--- src/rtl/fabric_port_pkg.sv ---
// rtl/fabric_port_pkg.sv - shared types and flit field helpers for the fabric input port
package fabric_port_pkg;

    typedef enum logic {
        IDLE = 1'b0,
        SEND = 1'b1
    } state_t;

    // Control field occupies the top CTRL_W bits of a flit, vc sits directly above the payload.
    localparam int CTRL_W    = 3;
    localparam int VALID_BIT = 2;
    localparam int HEAD_BIT  = 1;
    localparam int TAIL_BIT  = 0;
    localparam int VC_LSB    = 0;

    function automatic logic [CTRL_W-1:0] pack_ctrl(input logic head, input logic tail);
        logic [CTRL_W-1:0] ctrl;
        ctrl            = '0;
        ctrl[VALID_BIT] = 1'b1;
        ctrl[HEAD_BIT]  = head;
        ctrl[TAIL_BIT]  = tail;
        return ctrl;
    endfunction

endpackage

--- src/rtl/fabric_port_in_mvc_credit_counter.sv ---
// rtl/fabric_port_in_mvc_credit_counter.sv - per-VC credit counter with sticky overflow flag
module credit_counter #(
    parameter int DEPTH = 10,
    parameter int WIDTH = $clog2(DEPTH + 1)
) (
    input  logic             clk,
    input  logic             rst,
    input  logic             inc,
    input  logic             dec,
    output logic [WIDTH-1:0] count,
    output logic             avail,
    output logic             overflow
);

    localparam logic [WIDTH-1:0] FULL = WIDTH'(DEPTH);

    logic [WIDTH-1:0] count_q, count_d;
    logic             overflow_q, overflow_d;

    always_comb begin
        count_d    = count_q;
        overflow_d = overflow_q;
        if (dec && !inc) begin
            count_d = count_q - 1'b1;
        end else if (inc && !dec) begin
            if (count_q == FULL) begin
                overflow_d = 1'b1;
            end else begin
                count_d = count_q + 1'b1;
            end
        end
    end

    always_ff @(posedge clk) begin
        if (rst) begin
            count_q    <= FULL;
            overflow_q <= 1'b0;
        end else begin
            count_q    <= count_d;
            overflow_q <= overflow_d;
        end
    end

    assign count    = count_q;
    assign avail    = (count_q != '0);
    assign overflow = overflow_q;

endmodule

--- src/rtl/fabric_port_in_mvc.sv ---
// rtl/fabric_port_in_mvc.sv - multi-VC fabric input port: packet serializer gated by per-VC credits
module fabric_port_in_mvc
    import fabric_port_pkg::*;
#(
    parameter int WIDTH_NOC        = 36,
    parameter int N                = 16,
    parameter int NUM_VC           = 2,
    parameter int DEPTH_PER_VC     = 10,
    parameter int FLITS_MAX        = 4,
    parameter int VC_ADDRESS_WIDTH = $clog2(NUM_VC),
    parameter int WIDTH_DATA       = WIDTH_NOC - 3 - VC_ADDRESS_WIDTH,
    parameter int WIDTH_RTL        = FLITS_MAX * WIDTH_DATA,
    parameter int LEN_WIDTH        = $clog2(FLITS_MAX + 1),
    parameter int CREDIT_WIDTH     = $clog2(DEPTH_PER_VC + 1)
) (
    input  logic                        clk,
    input  logic                        rst,
    input  logic [WIDTH_RTL-1:0]        rtl_packet_in,
    input  logic [LEN_WIDTH-1:0]        rtl_len_in,
    input  logic [VC_ADDRESS_WIDTH-1:0] rtl_vc_in,
    input  logic                        rtl_valid_in,
    output logic                        rtl_ready_out,
    output logic [WIDTH_NOC-1:0]        noc_flit_out,
    input  logic [NUM_VC-1:0]           noc_credits_in,
    output logic                        credit_err_out
);

    if (NUM_VC < 2) begin : g_bad_vc
        $error("fabric_port_in_mvc: NUM_VC must be at least 2");
    end
    if (FLITS_MAX < 1) begin : g_bad_flits
        $error("fabric_port_in_mvc: FLITS_MAX must be at least 1");
    end
    if (N < 1) begin : g_bad_n
        $error("fabric_port_in_mvc: N must be at least 1");
    end

    function automatic logic [LEN_WIDTH-1:0] clamp_len(input logic [LEN_WIDTH-1:0] len);
        if (len == '0) return LEN_WIDTH'(1);
        if (len > LEN_WIDTH'(FLITS_MAX)) return LEN_WIDTH'(FLITS_MAX);
        return len;
    endfunction

    state_t                      state_q, state_d;
    logic [WIDTH_RTL-1:0]        pkt_q, pkt_d;
    logic [VC_ADDRESS_WIDTH-1:0] vc_q, vc_d;
    logic [LEN_WIDTH-1:0]        len_q, len_d;
    logic [LEN_WIDTH-1:0]        idx_q, idx_d;
    logic [WIDTH_NOC-1:0]        flit_q, flit_d;

    logic [NUM_VC-1:0]                    avail_vec;
    logic [NUM_VC-1:0]                    dec_vec;
    logic [NUM_VC-1:0]                    overflow_vec;
    logic [NUM_VC-1:0][CREDIT_WIDTH-1:0]  credit_cnt;
    logic                                 unused_credit_cnt;
    logic                                 fire;
    logic                                 last_flit;
    logic                                 accept;

    for (genvar v = 0; v < NUM_VC; v++) begin : g_credit
        credit_counter #(
            .DEPTH (DEPTH_PER_VC),
            .WIDTH (CREDIT_WIDTH)
        ) u_credit (
            .clk      (clk),
            .rst      (rst),
            .inc      (noc_credits_in[v]),
            .dec      (dec_vec[v]),
            .count    (credit_cnt[v]),
            .avail    (avail_vec[v]),
            .overflow (overflow_vec[v])
        );
    end

    // Raw counts are kept visible for debug; the datapath only needs avail.
    assign unused_credit_cnt = ^credit_cnt;

    // Fire decision uses the registered count, so a same-cycle return cannot rescue a zero credit.
    assign fire          = (state_q == SEND) && avail_vec[vc_q];
    assign last_flit     = fire && (idx_q == len_q - 1'b1);
    assign rtl_ready_out = (state_q == IDLE) || last_flit;
    assign accept        = rtl_valid_in && rtl_ready_out;

    always_comb begin
        dec_vec = '0;
        for (int v = 0; v < NUM_VC; v++) begin
            dec_vec[v] = fire && (vc_q == VC_ADDRESS_WIDTH'(v));
        end
    end

    always_comb begin
        state_d = state_q;
        pkt_d   = pkt_q;
        vc_d    = vc_q;
        len_d   = len_q;
        idx_d   = idx_q;
        flit_d  = '0;

        if (fire) begin
            flit_d[WIDTH_DATA-1:0]                         = pkt_q[idx_q*WIDTH_DATA +: WIDTH_DATA];
            flit_d[WIDTH_DATA+VC_LSB +: VC_ADDRESS_WIDTH]  = vc_q;
            flit_d[WIDTH_NOC-1 -: CTRL_W]                  = pack_ctrl(idx_q == '0, last_flit);
            idx_d = idx_q + 1'b1;
        end

        if (accept) begin
            state_d = SEND;
            pkt_d   = rtl_packet_in;
            vc_d    = rtl_vc_in;
            len_d   = clamp_len(rtl_len_in);
            idx_d   = '0;
        end else if (last_flit) begin
            state_d = IDLE;
        end
    end

    always_ff @(posedge clk) begin
        if (rst) begin
            state_q <= IDLE;
            pkt_q   <= '0;
            vc_q    <= '0;
            len_q   <= LEN_WIDTH'(1);
            idx_q   <= '0;
            flit_q  <= '0;
        end else begin
            state_q <= state_d;
            pkt_q   <= pkt_d;
            vc_q    <= vc_d;
            len_q   <= len_d;
            idx_q   <= idx_d;
            flit_q  <= flit_d;
        end
    end

    assign noc_flit_out   = flit_q;
    assign credit_err_out = |overflow_vec;

endmodule

--- config.mk ---
export PLATFORM = sky130hd
export DESIGN_NAME = fabric_port_in_mvc
export DESIGN_NICKNAME = d
export VERILOG_FILES = /design/src/rtl/fabric_port_pkg.sv /design/src/rtl/fabric_port_in_mvc_credit_counter.sv /design/src/rtl/fabric_port_in_mvc.sv
export SDC_FILE = /design/constraint.sdc
export NUM_CORES = 1
export LEC_CHECK = 0
export CAP_MARGIN = 20
export CORE_AREA = 3 3 111 134
export CTS_CLUSTER_SIZE = 8
export DETAILED_ROUTE_END_ITERATION = 10
export DIE_AREA = 0 0 114 137
export PLACE_DENSITY = 0.85
export SLEW_MARGIN = 0
export SYNTH_ARGS = -nofsm -noshare
export SYNTH_HDL_FRONTEND = slang
export SYNTH_SLANG_ARGS = --single-unit
--- constraint.sdc ---
create_clock -name clk -period 5.9 [get_ports clk]
set_input_delay 1.18 -clock clk [delete_from_list [all_inputs] [get_ports clk]]
set_output_delay 1.18 -clock clk [all_outputs]
set_load 0.01 [all_outputs]
==> results.sh <==
export IMPL_top_usage_layer="met2"
export IMPL_max_freq_ghz=0.277
export IMPL_root_buffer="clkbuf_16"
export IMPL_finalNetCount=1090
export IMPL_finalPower_mw=2.93
export IMPL_fin_cells=1127
export IMPL_num_vias=5955
export IMPL_numPortBuffers=174
export IMPL_core_mm2=0.0138
export IMPL_critPathLaunchType="register"
export IMPL_drtIter0Drc=374
export IMPL_cts_tree="yes"
export IMPL_critPathKind="reg2out"
export IMPL_initial_core_util=0.525
export IMPL_die_area_mm2=0.0156
export IMPL_finalMaxSlewViolations=0
export IMPL_syn_to_final_growth_pct=32.3
export IMPL_grt_ovfl_total=0
export IMPL_synth_area_top_cells="dfxtp_1 (50%), nand2_1 (14%), mux4_2 (10%)"
export IMPL_worst_path_max_delay_cell="or4_1"
export IMPL_wl_um=17600
export IMPL_ys_warn_count=0
export IMPL_synthTopCellsByCount="nand2_1 (263), dfxtp_1 (182), a21oi_1 (137)"
export IMPL_seq_area_frac_synth=0.504
export IMPL_htree_num_levels=4
export IMPL_die_h_um=137
export IMPL_rows=47
export IMPL_slew_headroom=0.355
export IMPL_grt_pass1_vias=5739
export IMPL_end_kind="primary output"
export IMPL_grt_antenna_before_repair=3
export IMPL_status="finished, final reports clean"
export IMPL_synth_cell_type_count=38
export IMPL_cts_resized=0
export IMPL_holdBufCountCts=0
export IMPL_tightest_slew_ns=0.968
export IMPL_layout_min_cycle_time_ns=3.62
export IMPL_worstSetupEndpoint="rtl_ready_out"
export IMPL_synthesis_nets=949
export IMPL_drt_pass1_iterations=4
export IMPL_clk_latency_ns=0.42
export IMPL_rr_worst_depth=9
export IMPL_r2r_start="g_credit[0].u_credit.count[3]"
export IMPL_dp_cells=1094
export IMPL_use_met1=0.270
export IMPL_ir_drop_uv=172
export IMPL_cp_cell_sequence="or4_1 -> o21a_2 -> nand2_2 -> o21ai_0 -> clkdlybuf4s50_1"
export IMPL_cp_startpoint="g_credit[0].u_credit.count[3]"
export IMPL_via_per_inst=5.28
export IMPL_setup_viol=0
export IMPL_cts_buffer_depth=2
export IMPL_yosysTopAreaCell="dfxtp_1"
export IMPL_fin_util=0.694
export IMPL_fin_crit_sh=0.613
export IMPL_r2r_end="g_credit[0].u_credit.count[3]"
export IMPL_cts_setup_buffers=0
export IMPL_totalNegativeSetupSlack_ns=0
export IMPL_wl_per_cell_um=15.7
export IMPL_grt_util_met2=0.388
export IMPL_skew_ns=0.0113
export IMPL_die_x_um=114
export IMPL_dp_hpwl_um=11400
export IMPL_io_pin_count=175
export IMPL_drv_cap=0
export IMPL_powerDensity_mw_per_mm2=306
export IMPL_gr_usage_met3=0.0522
export IMPL_async_flop_share=0
export IMPL_finalHoldViolations=0
export IMPL_cts_buffers_inserted=17
export IMPL_synth_most_common_cell="nand2_1"
export IMPL_layout_drive_gt1_share=0.0839
export IMPL_hold_path_class="reg2reg"
export IMPL_synth_edf_count=0
export IMPL_slowest_delay_ns=0.54
export IMPL_synth_top_cell_area_share=0.504
export IMPL_grt_setup_unrepaired="no"
export IMPL_drc=0
export IMPL_syn_cell_area_mm2=0.00722
export IMPL_critPathMaxFanout=8
export IMPL_track_usage=0.224
export IMPL_cp_required_ns=4.72
export IMPL_syn_instance_count=801
export IMPL_gp_congestion=0.853
export IMPL_clk_pin_slew_ns=0.07
export IMPL_grt_max_degree=96
export IMPL_dp_slack_ns=2.31
export IMPL_grt_pass1_wl_um=27700
export IMPL_ant_nets=0
export IMPL_clock_sinks=182
export IMPL_crit_arrival_ns=2.44
export IMPL_ys_flop_type="dfxtp_1"
export IMPL_syn_avg_cell_area_um2=9.02
export IMPL_yosys_register_bits=182
export IMPL_power_leakage_nw=3.54
export IMPL_worst_r2r_setup_slack_ns=3.10
export IMPL_worst_slack_ns=2.28
-- metrics by stage --
stage	area, um2	hold slack (ns)
2_1_floorplan	7220	0.429
3_3_place_gp	8960	0.439
3_5_place_dp	8960	0.443
4_1_cts	9550	0.455
5_1_grt	9560	0.469
6_report	9560	0.453
-- placed cells by master (no fill, tap or decap), types with 8 or more instances in the layout --
cell type        synthesis  layout
nand2_1                263     263
dfxtp_1                182     180
clkdlybuf4s50_1          0     173
a21oi_1                137     137
mux4_2                  32      32
nor2b_1                 30      30
clkbuf_16                0      17
nor2_1                  12      12
inv_1                   11      11
ha_1                    11      11
xor2_1                   9       9
buf_4                    8       8
-- report_power, final --
part           total [mW]  internal, mW  switching [mW]
combinational       0.430         0.219           0.211
clock                1.13         0.642           0.487
sequential           1.37          1.32          0.0509
total                2.93          2.18           0.749
-- flip-flops by register name, indices dropped and copies added (netlist names) --
register	flops
noc_flit_out	36
len_q	3
g_credit.u_credit.count	8
g_credit.u_credit.overflow	2
pkt_q	128
vc_q	1
state_q	1
idx_q	3
-- metal layers --
metal | share of wire | vias up
met2 | 0.53 | 153
met1 | 0.41 | 2841
li1 | - | 2938
met5 | 0.0011 | -
met4 | 0.016 | 2
met3 | 0.047 | 21
-- worst max-delay path, delay by kind of cell (launching register included) --
| kind | cells | cell delay (ns) |
|---|---|---|
| simple gates | 2 | 0.72 |
| buf+inv | 1 | 0.51 |
| compound gates | 2 | 0.44 |
| flops | 1 | 0.35 |
-- final cells by class --
cell class	instances	area, um2
clock inverter	12	145
sequential	182	3650
fill	1093	4210
inverter	11	41.3
antenna	2	5.00
tap	171	214
multi-input combinational	549	3270
clock buffer	19	443
timing repair buffer	181	1790
-- how the worst min path moves through the flow --
stage                             startpoint                             to  slack (ns)  cells after the start
2_1_floorplan  g_credit[0].u_credit.overflow  g_credit[0].u_credit.overflow        0.43                      2
3_3_place_gp                       pkt_q[41]                      pkt_q[41]        0.44                      2
3_5_place_dp                      pkt_q[100]                     pkt_q[100]        0.44                      2
4_1_cts                           pkt_q[113]                     pkt_q[113]        0.45                      2
5_1_grt                            pkt_q[54]                      pkt_q[54]        0.47                      2
6_report                           pkt_q[27]                      pkt_q[27]        0.45                      2
-- logic make-up after synthesis --
family | share of synthesized area
xor+xnor | 0.0177
fa+ha+maj | 0.0191
simple gates | 0.200
mux | 0.104
compound gates | 0.111
flops | 0.504
buf+inv | 0.0442
(Power assumes the default switching activity.)
